==> src/rtl/mmio_uart_ctrl_pkg.sv <==
// rtl/mmio_uart_ctrl_pkg.sv - shared I/O map constants, status bit indices and register decode
//
// Purpose: constants and the offset decoder shared by the MMIO UART controller files.
// Ports:   none (package).
package mmio_uart_ctrl_pkg;

  localparam logic [3:0] IO_NIBBLE_DEFAULT = 4'h8;

  localparam logic [7:0] OFF_STATUS = 8'h00;
  localparam logic [7:0] OFF_RX     = 8'h04;
  localparam logic [7:0] OFF_TX     = 8'h08;
  localparam logic [7:0] OFF_CYC    = 8'h10;
  localparam logic [7:0] OFF_INS    = 8'h14;
  localparam logic [7:0] OFF_CRST   = 8'h18;

  localparam int ST_TX_NOTFULL  = 0;
  localparam int ST_RX_NONEMPTY = 1;
  localparam int ST_TX_OVF      = 2;

  typedef enum logic [2:0] {
    REG_NONE,
    REG_STATUS,
    REG_RX,
    REG_TX,
    REG_CYC,
    REG_INS,
    REG_CRST
  } io_reg_e;

  // Takes the word index addr[7:2]; byte-lane bits never reach the decoder.
  function automatic io_reg_e decode_reg(input logic [5:0] word_idx);
    io_reg_e r;
    case ({word_idx, 2'b00})
      OFF_STATUS: r = REG_STATUS;
      OFF_RX:     r = REG_RX;
      OFF_TX:     r = REG_TX;
      OFF_CYC:    r = REG_CYC;
      OFF_INS:    r = REG_INS;
      OFF_CRST:   r = REG_CRST;
      default:    r = REG_NONE;
    endcase
    return r;
  endfunction

endpackage

==> src/rtl/mmio_uart_ctrl_if.sv <==
// rtl/mmio_uart_ctrl_if.sv - CPU access bus and UART byte streams of the MMIO UART controller
//
// Purpose: bundles the execute-stage access signals and both UART byte handshakes.
// Ports (signals):
//   addr, wr_data, is_load, is_store, stall, instr_retire : CPU side into the controller
//   load_data                                             : registered load result
//   uart_tx_data/valid/ready                              : byte stream to the transmitter
//   uart_rx_data/valid/ready                              : byte stream from the receiver
// Modports: master = CPU/UART environment, slave = controller.
interface mmio_uart_ctrl_if;
  logic [31:0] addr;
  logic [31:0] wr_data;
  logic        is_load;
  logic        is_store;
  logic        stall;
  logic        instr_retire;
  logic [31:0] load_data;
  logic [7:0]  uart_tx_data;
  logic        uart_tx_valid;
  logic        uart_tx_ready;
  logic [7:0]  uart_rx_data;
  logic        uart_rx_valid;
  logic        uart_rx_ready;

  modport master (
    output addr, wr_data, is_load, is_store, stall, instr_retire,
    output uart_tx_ready, uart_rx_data, uart_rx_valid,
    input  load_data, uart_tx_data, uart_tx_valid, uart_rx_ready
  );

  modport slave (
    input  addr, wr_data, is_load, is_store, stall, instr_retire,
    input  uart_tx_ready, uart_rx_data, uart_rx_valid,
    output load_data, uart_tx_data, uart_tx_valid, uart_rx_ready
  );
endinterface

==> src/rtl/mmio_uart_ctrl_sync_fifo.sv <==
// rtl/mmio_uart_ctrl_sync_fifo.sv - single-clock FIFO used for the UART RX and TX paths
//
// Purpose: strict-order FIFO, DEPTH a power of two, pointers wrap naturally.
// Ports:
//   clk, rst        : clock, asynchronous active-low reset
//   push_i, din_i   : write request and data (ignored when full)
//   pop_i           : read request (ignored when empty)
//   dout_o          : head entry, combinational; 0 while empty
//   full_o, empty_o : occupancy flags
module sync_fifo #(
  parameter int unsigned WIDTH = 8,
  parameter int unsigned DEPTH = 8
) (
  input  logic             clk,
  input  logic             rst,
  input  logic             push_i,
  input  logic [WIDTH-1:0] din_i,
  input  logic             pop_i,
  output logic [WIDTH-1:0] dout_o,
  output logic             full_o,
  output logic             empty_o
);
  localparam int unsigned AW = $clog2(DEPTH);

  logic [WIDTH-1:0] mem_q [DEPTH];
  logic [AW-1:0]    wr_ptr_q, rd_ptr_q;
  logic [AW:0]      count_q;
  logic             do_push, do_pop;

  assign full_o  = (count_q == (AW+1)'(DEPTH));
  assign empty_o = (count_q == '0);
  // Full/empty are sampled before this cycle's opposite operation, so a push
  // into a full FIFO is dropped even when a pop happens in the same cycle.
  assign do_push = push_i & ~full_o;
  assign do_pop  = pop_i & ~empty_o;
  // Zero while empty keeps the TX byte output clean after reset.
  assign dout_o  = empty_o ? '0 : mem_q[rd_ptr_q];

  always_ff @(posedge clk) begin
    if (do_push) mem_q[wr_ptr_q] <= din_i;
  end

  always_ff @(posedge clk or negedge rst) begin
    if (!rst) begin
      wr_ptr_q <= '0;
      rd_ptr_q <= '0;
      count_q  <= '0;
    end else begin
      if (do_push) wr_ptr_q <= wr_ptr_q + 1'b1;
      if (do_pop)  rd_ptr_q <= rd_ptr_q + 1'b1;
      case ({do_push, do_pop})
        2'b10:   count_q <= count_q + 1'b1;
        2'b01:   count_q <= count_q - 1'b1;
        default: count_q <= count_q;
      endcase
    end
  end
endmodule

==> src/rtl/mmio_uart_ctrl.sv <==
// rtl/mmio_uart_ctrl.sv - execute-stage MMIO decode, UART RX/TX FIFOs and cycle/instret counters
//
// Purpose: serves CPU loads/stores to the I/O region, bridges the UART through
//          two FIFOs and owns the cycle and retired-instruction counters.
// Ports:
//   clk : system clock
//   rst : asynchronous active-low reset
//   bus : mmio_uart_ctrl_if.slave (CPU access, load_data, UART TX/RX streams)
module mmio_uart_ctrl
  import mmio_uart_ctrl_pkg::*;
#(
  parameter int unsigned FIFO_DEPTH = 8,
  parameter logic [3:0]  IO_NIBBLE  = IO_NIBBLE_DEFAULT
) (
  input logic             clk,
  input logic             rst,
  mmio_uart_ctrl_if.slave bus
);
  logic        io_acc, io_ld, io_st;
  io_reg_e     reg_sel;
  logic        rx_push, rx_pop, rx_full, rx_empty;
  logic        tx_push, tx_pop, tx_full, tx_empty;
  logic [7:0]  rx_dout;
  logic        tx_ovf_q, tx_ovf_d;
  logic [31:0] load_data_q, load_data_d;
  logic [31:0] cycle_q, cycle_d;
  logic [31:0] instr_q, instr_d;
  logic [31:0] status_word;
  logic        unused_bits;

  assign io_acc  = (bus.is_load | bus.is_store) & (bus.addr[31:28] == IO_NIBBLE) & ~bus.stall;
  assign io_ld   = io_acc & bus.is_load;
  assign io_st   = io_acc & bus.is_store;
  assign reg_sel = decode_reg(bus.addr[7:2]);

  assign unused_bits = ^{bus.addr[27:8], bus.addr[1:0], bus.wr_data[31:8]};

  assign rx_push = bus.uart_rx_valid & ~rx_full;
  assign rx_pop  = io_ld & (reg_sel == REG_RX);
  assign tx_push = io_st & (reg_sel == REG_TX);
  assign tx_pop  = ~tx_empty & bus.uart_tx_ready;

  assign bus.uart_rx_ready = ~rx_full;
  assign bus.uart_tx_valid = ~tx_empty;
  assign bus.load_data     = load_data_q;

  sync_fifo #(.WIDTH(8), .DEPTH(FIFO_DEPTH)) u_rx_fifo (
    .clk(clk), .rst(rst),
    .push_i(rx_push), .din_i(bus.uart_rx_data), .pop_i(rx_pop),
    .dout_o(rx_dout), .full_o(rx_full), .empty_o(rx_empty)
  );

  sync_fifo #(.WIDTH(8), .DEPTH(FIFO_DEPTH)) u_tx_fifo (
    .clk(clk), .rst(rst),
    .push_i(tx_push), .din_i(bus.wr_data[7:0]), .pop_i(tx_pop),
    .dout_o(bus.uart_tx_data), .full_o(tx_full), .empty_o(tx_empty)
  );

  always_comb begin
    status_word                 = '0;
    status_word[ST_TX_NOTFULL]  = ~tx_full;
    status_word[ST_RX_NONEMPTY] = ~rx_empty;
    status_word[ST_TX_OVF]      = tx_ovf_q;
  end

  // A status read reports the old overflow flag and clears it; a dropped push sets it.
  always_comb begin
    tx_ovf_d = tx_ovf_q;
    if (io_ld && reg_sel == REG_STATUS) tx_ovf_d = 1'b0;
    if (tx_push && tx_full)             tx_ovf_d = 1'b1;
  end

  always_comb begin
    load_data_d = '0;
    if (io_ld) begin
      case (reg_sel)
        REG_STATUS: load_data_d = status_word;
        REG_RX:     load_data_d = {24'b0, rx_dout};
        REG_CYC:    load_data_d = cycle_q;
        REG_INS:    load_data_d = instr_q;
        default:    load_data_d = '0;
      endcase
    end
  end

  always_comb begin
    cycle_d = cycle_q + 32'd1;
    instr_d = instr_q + {31'b0, bus.instr_retire};
    if (io_st && reg_sel == REG_CRST) begin
      cycle_d = '0;
      instr_d = '0;
    end
  end

  always_ff @(posedge clk or negedge rst) begin
    if (!rst) begin
      tx_ovf_q    <= 1'b0;
      load_data_q <= '0;
      cycle_q     <= '0;
      instr_q     <= '0;
    end else begin
      tx_ovf_q    <= tx_ovf_d;
      load_data_q <= load_data_d;
      cycle_q     <= cycle_d;
      instr_q     <= instr_d;
    end
  end
endmodule
==> src/flat_wrapper.sv <==
// flat-port wrapper written by rule: the top's interface ports become plain ports
module mmio_uart_ctrl_flat import mmio_uart_ctrl_pkg::*;
#(
  parameter int unsigned FIFO_DEPTH = 8,
  parameter logic [3:0]  IO_NIBBLE  = IO_NIBBLE_DEFAULT
)
  (clk, rst, bus_addr, bus_wr_data, bus_is_load, bus_is_store, bus_stall, bus_instr_retire, bus_uart_tx_ready, bus_uart_rx_data, bus_uart_rx_valid, bus_load_data, bus_uart_tx_data, bus_uart_tx_valid, bus_uart_rx_ready);
  mmio_uart_ctrl_if bus_i ();
  input logic clk;
  input logic rst;
  input wire logic [$bits(bus_i.addr)-1:0] bus_addr;
  input wire logic [$bits(bus_i.wr_data)-1:0] bus_wr_data;
  input wire logic [$bits(bus_i.is_load)-1:0] bus_is_load;
  input wire logic [$bits(bus_i.is_store)-1:0] bus_is_store;
  input wire logic [$bits(bus_i.stall)-1:0] bus_stall;
  input wire logic [$bits(bus_i.instr_retire)-1:0] bus_instr_retire;
  input wire logic [$bits(bus_i.uart_tx_ready)-1:0] bus_uart_tx_ready;
  input wire logic [$bits(bus_i.uart_rx_data)-1:0] bus_uart_rx_data;
  input wire logic [$bits(bus_i.uart_rx_valid)-1:0] bus_uart_rx_valid;
  output wire logic [$bits(bus_i.load_data)-1:0] bus_load_data;
  output wire logic [$bits(bus_i.uart_tx_data)-1:0] bus_uart_tx_data;
  output wire logic [$bits(bus_i.uart_tx_valid)-1:0] bus_uart_tx_valid;
  output wire logic [$bits(bus_i.uart_rx_ready)-1:0] bus_uart_rx_ready;
  assign bus_i.addr = bus_addr;
  assign bus_i.wr_data = bus_wr_data;
  assign bus_i.is_load = bus_is_load;
  assign bus_i.is_store = bus_is_store;
  assign bus_i.stall = bus_stall;
  assign bus_i.instr_retire = bus_instr_retire;
  assign bus_i.uart_tx_ready = bus_uart_tx_ready;
  assign bus_i.uart_rx_data = bus_uart_rx_data;
  assign bus_i.uart_rx_valid = bus_uart_rx_valid;
  assign bus_load_data = bus_i.load_data;
  assign bus_uart_tx_data = bus_i.uart_tx_data;
  assign bus_uart_tx_valid = bus_i.uart_tx_valid;
  assign bus_uart_rx_ready = bus_i.uart_rx_ready;
  mmio_uart_ctrl #(.FIFO_DEPTH(FIFO_DEPTH), .IO_NIBBLE(IO_NIBBLE)) u_core (.clk(clk), .rst(rst), .bus(bus_i));
endmodule
==> config.mk <==
export PLATFORM = sky130hd
export DESIGN_NAME = mmio_uart_ctrl_flat
export DESIGN_NICKNAME = d
export VERILOG_FILES = /design/src/rtl/mmio_uart_ctrl_pkg.sv /design/src/rtl/mmio_uart_ctrl_if.sv /design/src/rtl/mmio_uart_ctrl_sync_fifo.sv /design/src/rtl/mmio_uart_ctrl.sv /design/src/flat_wrapper.sv
export SDC_FILE = /design/constraint.sdc
export NUM_CORES = 1
export LEC_CHECK = 0
export ABC_CLOCK_PERIOD_IN_PS = 3500
export BUFFER_PORTS_ARGS = -buffer_cell sky130_fd_sc_hd__buf_2
export CAP_MARGIN = 5
export CORE_UTILIZATION = 55
export DETAILED_ROUTE_END_ITERATION = 8
export PLACE_DENSITY = 0.82
export REMOVE_ABC_BUFFERS = 1
export SYNTH_ARGS = -nofsm -noshare
export SYNTH_HDL_FRONTEND = slang
export SYNTH_SLANG_ARGS = --single-unit
export TNS_END_PERCENT = 100
==> constraint.sdc <==
create_clock -name clk -period 3.5 [get_ports clk]
set_clock_uncertainty 0.1 [all_clocks]
set_input_delay 0.525 -clock clk [delete_from_list [all_inputs] [get_ports clk]]
set_output_delay 0.525 -clock clk [all_outputs]
set_load 0.1 [all_outputs]
# ---- Yosys cells after proc, flatten, opt, wreduce, memory -nomap -nowiden
# Memory sizes are Yosys's and may differ from the RTL's.
# Index checks and enable logic that the tools add are counted.
dict set report word_totals {
  register_bits 117
  mem_bits_rw 128
  inputBits 80
  memories 2
  out_inout_bits 42
}
# name words width read_ports rd_clocked_by_memory_dff write_ports line_no
set memory_table {}
lappend memory_table {u_core.u_rx_fifo.mem_q 8 8 1 0 1 mmio_uart_ctrl_sync_fifo.sv:25} ;# logic [WIDTH-1:0] mem_q [DEPTH];
lappend memory_table {u_core.u_tx_fifo.mem_q 8 8 1 0 1 mmio_uart_ctrl_sync_fifo.sv:25}
dict set report op_classes {
  n_mux 15
  eq_ne 18
  bitwise_logic 18
  n_addsub 10
  n_reduce_logical 9
}
# cell count
set op_table {}
lappend op_table {{one-hot mux 32 bit (4 select lines)} 1}
lappend op_table {{2-to-1 mux 32 bit} 3}
lappend op_table {{adder 32 x 1 -> 32 bit} 1}
lappend op_table {{adder 32 x 1 -> 32 bit, second input constant} 1}
lappend op_table {{equality test 6 x 3 -> 1 bit, second input constant} 3}
lappend op_table {{one-hot mux 3 bit (6 select lines)} 1}
lappend op_table {{2-to-1 mux 8 bit} 2}
lappend op_table {{one-hot mux 4 bit (2 select lines)} 2}
lappend op_table {{adder 3 x 1 -> 3 bit, second input constant} 4}
lappend op_table {{bitwise AND 1 bit} 12}
lappend op_table {{equality test 4 bit, second input constant} 3}
lappend op_table {{equality test 3 bit, second input constant} 3}
lappend op_table {{adder 4 x 1 -> 4 bit, second input constant} 2}
lappend op_table {{logical NOT 4 bit} 2}
lappend op_table {{subtractor 4 x 1 -> 4 bit, second input constant} 2}
lappend op_table {{equality test 3 x 2 -> 1 bit, second input constant} 2}
lappend op_table {{equality test 6 x 1 -> 1 bit, second input constant} 1}
lappend op_table {{equality test 6 x 2 -> 1 bit, second input constant} 1}
lappend op_table {{logical NOT 6 bit} 1}
lappend op_table {{2-to-1 mux 1 bit} 6}
lappend op_table {{nonzero test 2 bit} 3}
lappend op_table {{NOT 1 bit} 5}
lappend op_table {{equality test 2 x 1 -> 1 bit, second input constant} 2}
lappend op_table {{equality test 2 bit, second input constant} 2}
lappend op_table {{3 further kinds} 5}

# ---- Depth between registers and ports, before layout
# Gate-level depths: netlist (run 1).
dict set report depth {
  depth_word 8
  mapped_depth 12
  ltp_nobuf 11
}

# ---- Modules after synthesis
# From an unflattened synthesis (run 1), not the netlist that was laid out.
dict set report hier_totals {
  cells_unflattened 806
  hier_area_um2 10920.5
}
# module cells_per_inst area_each_um2 instances
set by_module_without_submodules {}
lappend by_module_without_submodules {sync_fifo 163 3045.4 2}
lappend by_module_without_submodules {mmio_uart_ctrl 480 4829.6 1}

# ---- Worst setup path after synthesis (run 1)
# No wires, ideal clock.
dict set report synth_path {
  path_kind {register to register}
  start {register u_core.u_tx_fifo.count_q[1]}
  end {register u_core.u_tx_fifo.count_q[2]}
  n_path_buf 2
  stages_incl_launch_ff 13
  setup_slack_ns 0.166
  arrival_ns 3.108
  cell_sequence {dfrtp_1 buf_2 nor4_2 inv_1 and2_1 clkbuf_1 ha_1 xor2_1 ha_1 a21oi_1 xor2_1 nor2_1 xor2_1}
}
dict set report synth_via {
  elab_chain_cells 6
  word_cells_on_any_way 13
  classes_between {add/sub (2); eq/ne (3); mux (1); bitwise (5); reduce/logical (2)}
}
# item line_no
set synth_lines {}
lappend synth_lines {{start, declared} mmio_uart_ctrl_sync_fifo.sv:27} ;# logic [AW:0] count_q;
lappend synth_lines {{start signal, assigned} mmio_uart_ctrl_sync_fifo.sv:52} ;# 2'b10: count_q <= count_q + 1'b1;
lappend synth_lines {{start signal, assigned} mmio_uart_ctrl_sync_fifo.sv:53} ;# 2'b01: count_q <= count_q - 1'b1;
lappend synth_lines {{start signal, assigned} mmio_uart_ctrl_sync_fifo.sv:54} ;# default: count_q <= count_q;
lappend synth_lines {{logical NOT 4 bit *} mmio_uart_ctrl_sync_fifo.sv:31} ;# assign empty_o = (count_q == '0);
lappend synth_lines {{NOT 1 bit *} -}
lappend synth_lines {{named net bus_uart_tx_valid} flat_wrapper.sv:22} ;# output wire logic [$bits(bus_i.uart_tx_valid)-1:0] bus_uart_tx_valid;
lappend synth_lines {{bitwise AND 1 bit} mmio_uart_ctrl.sv:41} ;# assign tx_pop = ~tx_empty & bus.uart_tx_ready;
lappend synth_lines {{bitwise AND 1 bit *} mmio_uart_ctrl_sync_fifo.sv:35} ;# assign do_pop = pop_i & ~empty_o;
lappend synth_lines {{named net u_core.u_tx_fifo.do_pop} mmio_uart_ctrl_sync_fifo.sv:28} ;# logic do_push, do_pop;
lappend synth_lines {{equality test 2 x 1 -> 1 bit or equality test 2 bit (tied branches)} mmio_uart_ctrl_sync_fifo.sv:51} ;# case ({do_push, do_pop})
lappend synth_lines {{one-hot mux 4 bit (2 select lines) or nonzero test 2 bit (tied branches)} -}
# The timed path passes the listed nets; every way through them passes the cells marked *.
# A chain may end at the register's enable or synchronous reset.

# ---- Worst setup path in the final report (run 1)
dict set report layout_path {
  start {register u_core.u_tx_fifo.rd_ptr_q[1]}
  end {output bus_uart_tx_data[6]}
}
dict set report layout_via {
  elab_chain_cells 2
}
# item line_no
set layout_lines {}
lappend layout_lines {{start, declared} mmio_uart_ctrl_sync_fifo.sv:26} ;# logic [AW-1:0] wr_ptr_q, rd_ptr_q;
lappend layout_lines {{start signal, assigned} mmio_uart_ctrl_sync_fifo.sv:50} ;# if (do_pop) rd_ptr_q <= rd_ptr_q + 1'b1;
lappend layout_lines {{memory read (8 x 8 bit)} -}
lappend layout_lines {{2-to-1 mux 8 bit} mmio_uart_ctrl_sync_fifo.sv:37} ;# assign dout_o = empty_o ? '0 : mem_q[rd_ptr_q];
lappend layout_lines {{end, declared} flat_wrapper.sv:21} ;# output wire logic [$bits(bus_i.uart_tx_data)-1:0] bus_uart_tx_data;
# No other way between the ends.

==> out/metrics.csv, run 1 <==
stage;metric;value;unit
routing;number of remaining DRC errors;0;
clocking;H-tree levels;1;
logic_synthesis;simple-gate share of the synthesized area;0.131;
timing;Final Hold Fails;0;
timing;maximum clock rate;336;MHz
clocking;TritonCTS Buffers;25;
logic_synthesis;post-synthesis async set-or-reset flop share;0.478;
hold_path;Min-Delay Path Depth;1;
die;core box area;19000;um2
logic_synthesis;Ys Warns;0;
timing;worst-margin pin slew;0.942;ns
die;Die Width;142;um
routing;Via Count;7048;
final_layout;Net count, final;977;
global_routing;global route total overflow;0;
timing;Worst Hold Slack;0.167;ns
clocking;Setup Buffers After CTS;0;
global_routing;initial antenna violation count;1;
final_layout;layout cell share with drive strength beyond 1;0.220;
routing;Routed WL;22500;um
logic_synthesis;post-synthesis xor/xnor area fraction;0.0316;
critical_path;reg2reg path depth;7;
clocking;clock transition at the registers of the reported paths;0.06;ns
clocking;Clk Latency, worst-skew pair;0.52;ns
critical_path;crit path launch type;register;
clocking;CTS Root Cell;clkbuf_16;
routing;initial drt markers;737;
hold_path;Hold Crit Class;primary input to register;
clocking;CTS-repair resized insts;0;
logic_synthesis;Synth Instances;801;
timing;final setup fails;0;
clocking;CTS tree;done;
pwr;Max IR drop VDD;0.565;mV
timing;clock period minus worst slack;2.97;ns
logic_synthesis;post-synthesis mux area share;0.0978;
critical_path;Critical Path AT;2.35;ns
critical_path;Crit Path Class;register to primary output;
logic_synthesis;count of cell types in the netlist;57;
pwr;Power Total;8.04;mW
final_layout;area delta synth->final;14.4;%
logic_synthesis;Yosys reg bits;245;
clocking;clock sink count;245;
global_routing;largest net degree at the start of global routing;65;
global_routing;first-pass GRT wire length;35900;um
routing;vias per std cell;6.05;
die;Top Ports;122;
routing;First-pass DRT Iterations;5;
global_routing;vias in the first global route;6978;
placement;IO buf count;75;
logic_synthesis;compound-gate portion of the synthesized area;0.0735;
timing;Final Cycle Share;0.849;
final_layout;fillers;1395;
routing;number of nets with antenna violations after routing;0;
logic_synthesis;main combinational cell family by area after synthesis;simple AND/OR/NAND/NOR gates;
placement;routability cong.;0.792;
die;initial core utilization;0.569;
clocking;clock buffer depth;3;
logic_synthesis;adder-cell share of the synthesized area;0.0150;
logic_synthesis;top cell type by total area after synthesis;edfxtp_1;
logic_synthesis;number of synthesized flops with an enable pin;128;
logic_synthesis;Synth Cell Area;10800;um2
logic_synthesis;cell with the most instances after synthesis;edfxtp_1;
timing;RSZ-0062 raised after global routing;false;
die;Vert. Die Dim;142;um
logic_synthesis;top post-synthesis cells by area;edfxtp_1 (36%), dfrtp_1 (27%), mux4_2 (6.7%);
timing;fin. max-slew vios;0;
logic_synthesis;Synth Flop Type;edfxtp_1;
pwr;cell area power density;650;nW/um2
run;max cap viols;0;
logic_synthesis;most frequent cells after synthesis;edfxtp_1 (128), dfrtp_1 (117), nor2_1 (80);
critical_path;largest fanout on the critical path;18;
logic_synthesis;Yosys top cell area share;0.355;
logic_synthesis;Avg Cell Area, Syn;13.5;um2
routing;WL per Instance;19.3;um
clocking;CTS hold repair buffers;1;
pwr;Leak;4.61;nW
critical_path;Req. time, crit path;2.87;ns
placement;DP HPWL;14000;um
die;DIE AREA;20200;um2
critical_path;critical path capture point type;primary output;
die;Rows;50;
global_routing;GRT Util Overall;0.230;
status;status;completed;
logic_synthesis;sequential fraction of the synthesis area;0.626;
timing;worst rel slew slack;0.370;
## stage by stage
step | std cells | cell area, um2 | util | setup slack [ns] | setup TNS, ns
6_report | 1165 | 12400 | 0.651 | 0.528 | 0
5_1_grt | 1163 | 12400 | 0.650 | 0.339 | 0
4_1_cts | 1163 | 12400 | 0.650 | 0.428 | 0
3_5_place_dp | 1116 | 11500 | 0.606 | 0.412 | 0
3_3_place_gp | 1116 | 11500 | 0.606 | 0.499 | 0
2_1_floorplan | 757 | 10600 | - | -0.188 | -8.48
## kinds of logic (layout without fill, tap and decap cells)
| kind of cell | count (synthesis) | count (layout) |
|---|---|---|
| AOI/OAI and AO/OA | 124 | 124 |
| and+or+nand+nor | 255 | 255 |
| xor gates and xnor gates | 39 | 39 |
| adders and majority gates | 13 | 13 |
| DFF | 245 | 245 |
| other | 0 | 2 |
| muxes | 64 | 64 |
| buffers and inverters | 61 | 163 |
## power breakdown
group          internal [mW]  switching, mW
clock network           1.59           1.07
logic                  0.579           1.15
registers               3.31          0.339
total                   5.49           2.56
## area by class of cell
class / count / area, um2 / area share
clock buffer: 31 / 678 / 0.0548
clock inverter: 15 / 151 / 0.0122
multi-input combinational: 495 / 3790 / 0.306
sequential: 245 / 6770 / 0.547
tap: 260 / 325 / 0.0263
antenna: 2 / 5.00 / 0.000404
inverter: 17 / 63.8 / 0.00516
timing repair buffer: 100 / 593 / 0.0479
## sequential cells by signal, summed over array words and instances (netlist names)
| name | count |
|---|---|
| u_core.instr_q | 32 |
| u_core.u_tx_fifo.wr_ptr_q | 3 |
| u_core.u_tx_fifo.rd_ptr_q | 3 |
| u_core.u_tx_fifo.count_q | 4 |
| u_core.u_rx_fifo.wr_ptr_q | 3 |
| u_core.u_tx_fifo.mem_q | 64 |
| u_core.u_rx_fifo.count_q | 4 |
| u_core.bus.load_data | 32 |
| u_core.u_rx_fifo.mem_q | 64 |
| u_core.tx_ovf_q | 1 |
| u_core.u_rx_fifo.rd_ptr_q | 3 |
| u_core.cycle_q | 32 |
## path summary, 6_finish.rpt
| check | slack [ns] | start | endpoint |
|---|---|---|---|
| hold / removal | 0.17 | bus_wr_data[0] | u_core.u_tx_fifo.mem_q[3][0] |
| max in group asynchronous | 1.99 | rst | u_core.u_rx_fifo.wr_ptr_q[1] |
| setup / recovery | 0.53 | u_core.u_tx_fifo.rd_ptr_q[1] | bus_uart_tx_data[6] |
| min in group asynchronous | 0.51 | rst | u_core.bus.load_data[22] |
| hold reg to reg | 0.39 | u_core.u_rx_fifo.count_q[3] | u_core.u_rx_fifo.count_q[3] |
| setup reg to reg | 0.70 | u_core.u_tx_fifo.count_q[0] | u_core.u_tx_fifo.count_q[3] |
## worst max-delay path, stage by stage, from the launching register on
cell and delay (ns):
dfrtp_1 0.83, mux4_2 0.34, mux2i_1 0.08, nor2_1 0.13, buf_2 0.44
## per-layer routing
metal / up-vias / GRT usage / part of all wire
li1: 3210 / - / -
met5: - / 0 / 0
met4: 0 / 0.0843 / 0.025
met3: 44 / 0.0370 / 0.060
met1: 3539 / 0.312 / 0.43
met2: 255 / 0.377 / 0.49
## cells in the final DEF (no fill, tap or decap), types with 4 or more instances in the layout
master and instances:
nor3_1 10, xnor2_1 23, xor2_1 16, nor2b_1 4, ha_1 13, buf_2 74
a21oi_1 32, inv_1 17, mux2_2 13, o21ai_0 28, clkinv_1 5, nor4_1 17
or4_1 20, and4_1 4, mux4_2 32, mux2i_1 19, o31ai_1 18, dfrtp_1 117
clkbuf_16 25, or3_1 11, nand2_1 34, nand2b_1 7, and2_1 6, o21bai_1 9
nand3_1 20, buf_4 23, a222oi_1 4, nand4_1 13, a22oi_1 26, edfxtp_1 128
nor2_1 78, clkinv_2 5
Power figures use the tool's default switching activity.
==> run 2, diff against run 1 <==
--- a/config.mk
+++ b/config.mk
@@ -5,7 +5,7 @@
 export SDC_FILE = /design/constraint.sdc
 export NUM_CORES = 1
 export LEC_CHECK = 0
-export ABC_CLOCK_PERIOD_IN_PS = 3500
+export ABC_CLOCK_PERIOD_IN_PS = 3000
 export BUFFER_PORTS_ARGS = -buffer_cell sky130_fd_sc_hd__buf_2
 export CAP_MARGIN = 5
 export CORE_UTILIZATION = 55
==> constraint.sdc (replaced) <==
create_clock -name clk -period 3 [get_ports clk]
set_clock_uncertainty 0.1 [all_clocks]
set_input_delay 0.45 -clock clk [delete_from_list [all_inputs] [get_ports clk]]
set_output_delay 0.45 -clock clk [all_outputs]
set_load 0.1 [all_outputs]
==> run 2 against run 1 <==
  * Critical endpoint is now bus_uart_tx_data[0]
  * Worst hold slack worse by 0.082 ns
  * Non-clock buffer count is 10 higher
  * Critical path depth up 1
  * Core utilization grew 0.56 points
  * Sequential power is 17% higher
  * Final area up 0.86%
==> out/metrics.csv, run 2 (synthesized netlist as in run 1, its figures left out) <==
stage;metric;value;unit;change
clocking;clock transition at the registers of the reported paths;0.06;ns;about the same
final_layout;layout cell share with drive strength beyond 1;0.228;;+0.00744
run;max cap viols;0;;unchanged
die;core box area;19000;um2;unchanged
final_layout;area delta synth->final;15.4;%;
placement;DP HPWL;14400;um;+2.7%
clocking;clock sink count;245;;unchanged
placement;IO buf count;75;;unchanged
timing;RSZ-0062 raised after global routing;false;;
timing;Final Hold Fails;0;;unchanged
critical_path;Req. time, crit path;2.45;ns;-0.42 ns
final_layout;fillers;1374;;-1.5%
pwr;Max IR drop VDD;0.519;mV;-8.2%
timing;final setup fails;0;;unchanged
critical_path;crit path launch type;register;;
routing;WL per Instance;18.9;um;-2.0%
pwr;Power Total;9.52;mW;+18%
pwr;cell area power density;762;nW/um2;+17%
die;Die Width;142;um;unchanged
routing;vias per std cell;6.01;;-0.61%
die;Top Ports;122;;unchanged
global_routing;global route total overflow;0;;unchanged
critical_path;Critical Path AT;2.26;ns;-0.09 ns
placement;dpl cell area;11600;um2;+0.65%
die;Rows;50;;unchanged
timing;clock period minus worst slack;2.81;ns;
critical_path;critical path capture point type;primary output;;
placement;routability cong.;0.786;;-0.73%
final_layout;Reg area;6770;um2;about the same
global_routing;vias in the first global route;6878;;-1.4%
final_layout;final cell count without fillers;1174;;+0.77%
global_routing;first-pass GRT wire length;35400;um;-1.5%
global_routing;initial antenna violation count;1;;unchanged
timing;fin. max-slew vios;0;;unchanged
final_layout;Final Util;0.656;;+0.00559
clocking;CTS tree;done;;
global_routing;largest net degree at the start of global routing;57;;-12%
die;DIE AREA;20200;um2;unchanged
timing;worst rel slew slack;0.416;;+0.0462
final_layout;registers with the most flip-flops;u_core.u_rx_fifo.mem_q: 64 flops, u_core.u_tx_fifo.mem_q: 64 flops;;
timing;worst-margin pin slew;0.873;ns;-0.0691 ns
die;Vert. Die Dim;142;um;unchanged
routing;Routed WL;22200;um;-1.2%
routing;number of remaining DRC errors;0;;unchanged
timing;Final Cycle Share;0.937;;
status;status;completed;;
pwr;Leak;4.66;nW;+1.2%
routing;initial drt markers;630;;-15%
critical_path;largest fanout on the critical path;18;;unchanged
clocking;H-tree levels;1;;unchanged
routing;Via Count;7059;;+0.16%
global_routing;GRT Util Overall;0.226;;-0.00393
timing;maximum clock rate;356;MHz;
final_layout;Net count, final;987;;+1.0%
clocking;CTS Root Cell;clkbuf_16;;
routing;number of nets with antenna violations after routing;0;;unchanged
final_layout;Final Cell Area;12500;um2;+0.86%
clocking;clock buffer depth;3;;unchanged
placement;placed insts;1126;;+0.90%
clocking;TritonCTS Buffers;25;;unchanged
hold_path;Hold Crit Class;primary input to register;;
final_layout;commonest non-fill, non-tap cell in the layout;edfxtp_1;;
final_layout;Multi-input gate area;3790;um2;unchanged
final_layout;most frequent cells in the layout;edfxtp_1 (128), dfrtp_1 (116), nor2_1 (78);;
die;initial core utilization;0.569;;unchanged
routing;First-pass DRT Iterations;5;;unchanged
clocking;Clk Latency, worst-skew pair;0.53;ns;about the same
critical_path;Crit Path Class;register to primary output;;
run 2: metrics by stage:
| stage | TNS [ns] | setup slack [ns] | hold WS [ns] |
|---|---|---|---|
| after floorplan | -35.99 | -0.613 | 0.0544 |
| after global placement | 0 | 0.273 | 0.376 |
| after detailed placement | 0 | 0.243 | 0.388 |
| after CTS | 0 | 0.0487 | 0.0688 |
| after global routing | 0 | 0.0753 | 0.0869 |
| final | 0 | 0.188 | 0.0853 |
run 2: per-layer routing:
metal	up-vias	part of all wire	GRT usage
li1	3230	-	-
met5	-	0	0
met4	0	0.020	0.0696
met2	208	0.49	0.365
met3	40	0.051	0.0303
met1	3581	0.44	0.322
run 2: path summary, 6_finish.rpt:
check | slack, ns | cells past startpoint | from | endpoint
setup / recovery | 0.19 | 5 | u_core.u_tx_fifo.rd_ptr_q[0] | bus_uart_tx_data[0]
hold / removal | 0.09 | 1 | bus_uart_rx_data[6] | u_core.u_rx_fifo.mem_q[3][6]
setup reg to reg | 0.42 | 9 | u_core.u_tx_fifo.count_q[0] | u_core.u_tx_fifo.count_q[2]
hold reg to reg | 0.41 | 1 | u_core.u_rx_fifo.count_q[3] | u_core.u_rx_fifo.count_q[3]
max in group asynchronous | 1.66 | 3 | rst | u_core.u_rx_fifo.count_q[3]
min in group asynchronous | 0.43 | 2 | rst | u_core.instr_q[19]
run 2: cell type report:
type,instances,share of cell area
Inverter,17,0.00511
Clock inverter,8,0.0126
Multi-Input combinational cell,495,0.303
Clock buffer,38,0.0564
Antenna cell,1,0.000201
Tap cell,260,0.0261
Sequential cell,245,0.543
Timing Repair Buffer,110,0.0535
run 2: worst max-delay path, stage by stage (launching register included):
cell and delay [ns]:
dfrtp_1 0.33, buf_4 0.33, mux4_2 0.56, mux2i_1 0.18, nor2_1 0.05, buf_2 0.29
run 2: power breakdown:
part | leakage (nW) | total [mW] | internal (mW) | switching, mW
clock network | 0.416 | 3.23 | 1.97 | 1.26
logic | 1.53 | 2.03 | 0.684 | 1.34
registers | 2.71 | 4.26 | 3.87 | 0.393
total | 4.66 | 9.52 | 6.52 | 2.99
run 2: what timing repair did:
action / in CTS / in global routing
hold endpoints to repair: 54 / 0
hold buffers: 1 / 0
buffers inserted: 0 / 0
setup endpoints to repair: 0 / 6
resized for setup: 0 / 1
==> run 3, diff against run 2 <==
--- a/config.mk
+++ b/config.mk
@@ -5,7 +5,7 @@
 export SDC_FILE = /design/constraint.sdc
 export NUM_CORES = 1
 export LEC_CHECK = 0
-export ABC_CLOCK_PERIOD_IN_PS = 3000
+export ABC_CLOCK_PERIOD_IN_PS = 2900
 export BUFFER_PORTS_ARGS = -buffer_cell sky130_fd_sc_hd__buf_2
 export CAP_MARGIN = 5
 export CORE_UTILIZATION = 55
==> constraint.sdc (replaced) <==
create_clock -name clk -period 2.9 [get_ports clk]
set_clock_uncertainty 0.1 [all_clocks]
set_input_delay 0.435 -clock clk [delete_from_list [all_inputs] [get_ports clk]]
set_output_delay 0.435 -clock clk [all_outputs]
set_load 0.1 [all_outputs]
==> run 3 against run 2 <==
  * Cell count fell by 0.51%
  * Final area fell by 1.2%
  * Sequential share of layout area rose by 0.64 points
  * Critical endpoint unchanged
  * Count of clock-buffer cells in the layout fell by 4
  * Worst hold slack got worse by 0.010 ns
  * Critical path depth did not move
  * Core utilization fell by 0.76 points
  * Global-route usage barely moved
==> out/metrics.csv, run 3 (synthesized netlist as in run 1, its figures left out) <==
stage;metric;value;unit;change
critical_path;reg2reg path depth;8;;-1
pwr;cell area power density;763;nW/um2;about the same
placement;placed insts;1124;;-0.18%
pwr;Leak;4.59;nW;-1.5%
timing;Final Hold Fails;0;;unchanged
critical_path;Req. time, crit path;2.37;ns;-0.08 ns
critical_path;critical path capture point type;primary output;;
critical_path;worst reg2reg startpoint;u_core.u_rx_fifo.count_q[1];;
pwr;Power Total;9.41;mW;-1.1%
final_layout;most frequent cells in the layout;edfxtp_1 (128), dfrtp_1 (116), nor2_1 (78);;
clocking;clock transition at the registers of the reported paths;0.06;ns;about the same
status;status;completed;;
global_routing;first-pass GRT wire length;35400;um;about the same
placement;DP HPWL;14000;um;-2.8%
routing;vias per std cell;5.99;;-0.34%
final_layout;fillers;1372;;-0.15%
routing;First-pass DRT Iterations;6;;+1
routing;number of remaining DRC errors;0;;unchanged
final_layout;commonest non-fill, non-tap cell in the layout;edfxtp_1;;
pwr;sw power;3.03;mW;+1.4%
placement;worst slack, placed;0.0841;ns;-0.159 ns
final_layout;Multi-input gate area;3790;um2;unchanged
timing;clock period minus worst slack;2.76;ns;
hold_path;Hold Path End;u_core.u_rx_fifo.mem_q[6][1];;
clocking;CTS tree;done;;
pwr;Switching Share;0.323;;+0.00812
clocking;Clk Latency, worst-skew pair;0.52;ns;about the same
final_layout;Reg area;6770;um2;unchanged
critical_path;largest fanout on the critical path;18;;unchanged
routing;initial drt markers;667;;+5.9%
global_routing;vias in the first global route;6808;;-1.0%
timing;final setup fails;0;;unchanged
hold_path;HP Start;bus_uart_rx_data[1];;
critical_path;Crit Path Class;register to primary output;;
pwr;Max IR drop VDD;0.543;mV;+4.6%
clocking;clock sink count;245;;unchanged
timing;maximum clock rate;362;MHz;
pwr;P_int;6.37;mW;-2.3%
routing;Via Count;6999;;-0.85%
timing;RSZ-0062 raised after global routing;false;;
final_layout;final cell count without fillers;1168;;-0.51%
routing;WL per Instance;18.8;um;-0.80%
routing;number of nets with antenna violations after routing;0;;unchanged
final_layout;Final Cell Area;12300;um2;-1.2%
final_layout;area delta synth->final;14.1;%;
global_routing;GRT Util Overall;0.226;;-0.000271
critical_path;Critical Path AT;2.22;ns;-0.04 ns
timing;fin. max-slew vios;0;;unchanged
placement;dpl cell area;11600;um2;-0.13%
run;max cap viols;0;;unchanged
clocking;clock buffer depth;3;;unchanged
critical_path;crit path launch type;register;;
clocking;CTS Root Cell;clkbuf_16;;
timing;worst rel slew slack;0.340;;-0.0757
global_routing;global route total overflow;0;;unchanged
global_routing;largest net degree at the start of global routing;59;;+3.5%
die;DIE AREA;20200;um2;unchanged
hold_path;Min-Delay Path Depth;1;;unchanged
global_routing;initial antenna violation count;1;;unchanged
critical_path;R2R Setup Slk;0.29;ns;-0.13 ns
die;initial core utilization;0.569;;unchanged
timing;final worst slack;0.141;ns;-0.0475 ns
routing;Routed WL;21900;um;-1.3%
clocking;TritonCTS Buffers;24;;-4.0%
timing;worst-margin pin slew;0.986;ns;+0.113 ns
clocking;H-tree levels;1;;unchanged
pwr;combinational power share;0.222;;+0.009
pwr;power share of the clock group;0.310;;-0.029
hold_path;Hold Crit Class;primary input to register;;
die;Die Width;142;um;unchanged
placement;routability cong.;0.803;;+2.2%
die;Top Ports;122;;unchanged
die;Rows;50;;unchanged
die;core box area;19000;um2;unchanged
timing;Final Cycle Share;0.951;;
final_layout;registers with the most flip-flops;u_core.u_rx_fifo.mem_q: 64 flops, u_core.u_tx_fifo.mem_q: 64 flops;;
final_layout;layout cell share with drive strength beyond 1;0.223;;-0.00511
final_layout;Net count, final;984;;-0.30%
die;Vert. Die Dim;142;um;unchanged
placement;IO buf count;75;;unchanged
pwr;Reg power frac;0.468;;+0.020
critical_path;reg2reg end;u_core.u_rx_fifo.count_q[3];;
## run 3: cell count changes in the layout (fill, tap and decap cells not counted), sizes merged
cell	delta
clkinv	+5
clkbuf	-4
bufinv	-3
buf	-2
clkinvlp	-1
inv	-1
## run 3: area by class of cell
class	count	area share
Antenna cell	1	0.000203
Clock buffer	34	0.0534
Clock inverter	8	0.00598
Inverter	17	0.00517
Multi-Input combinational cell	495	0.307
Sequential cell	245	0.549
Timing Repair Buffer	108	0.0529
Tap cell	260	0.0264
## run 3: worst max-delay path, cell delays in order, from the launching register on
cell,delay (ns)
dfrtp_1,0.32
buf_4,0.32
mux4_2,0.55
mux2i_1,0.17
nor2_1,0.05
buf_2,0.29
## run 3: per-stage QoR
| stage | hold slack (ns) | setup TNS, ns | util |
|---|---|---|---|
| final | 0.0750 | 0 | 0.649 |
| after global routing | 0.0724 | 0 | 0.648 |
| after CTS | 0.0593 | 0 | 0.648 |
| after detailed placement | 0.332 | 0 | 0.609 |
| after global placement | 0.328 | 0 | 0.609 |
| after floorplan | 0.0394 | -44.46 | - |
## run 3: layer usage
metal | GRT usage | vias up | part of all wire
met5 | 0 | - | 0
met4 | 0.0832 | 0 | 0.028
met3 | 0.0347 | 50 | 0.058
met2 | 0.354 | 227 | 0.47
met1 | 0.322 | 3499 | 0.45
li1 | - | 3223 | -
## run 3: power groups by stage
| stage | clock, mW | combinational (mW) | sequential [mW] |
|---|---|---|---|
| 5_1_grt | 3.10 | 2.24 | 4.45 |
| 3_3_place_gp | 0 | 2.05 | 4.44 |
| 2_1_floorplan | 0 | 1.64 | 4.40 |
| 4_1_cts | 2.98 | 2.11 | 4.40 |
| 3_5_place_dp | 0 | 2.10 | 4.47 |
| 6_report | 2.91 | 2.09 | 4.40 |
## run 3: worst max path at each step
stage                                            start                          end  cells after the start
after floorplan                           bus_addr[28]           u_core.cycle_q[10]                      4
after global placement                    bus_addr[28]  u_core.u_tx_fifo.count_q[2]                     12
after detailed placement                  bus_addr[28]  u_core.u_tx_fifo.count_q[2]                     12
after CTS                 u_core.u_tx_fifo.rd_ptr_q[0]          bus_uart_tx_data[6]                      5
after global routing      u_core.u_tx_fifo.rd_ptr_q[0]          bus_uart_tx_data[2]                      5
final                     u_core.u_tx_fifo.rd_ptr_q[0]          bus_uart_tx_data[0]                      5
## run 3: timing repair
action	4_1_cts	5_1_grt
hold buffers	1	0
gates resized for setup	1	0
buffers inserted	0	0
endpoints found under the setup margin	3	0
hold endpoints to repair	34	0
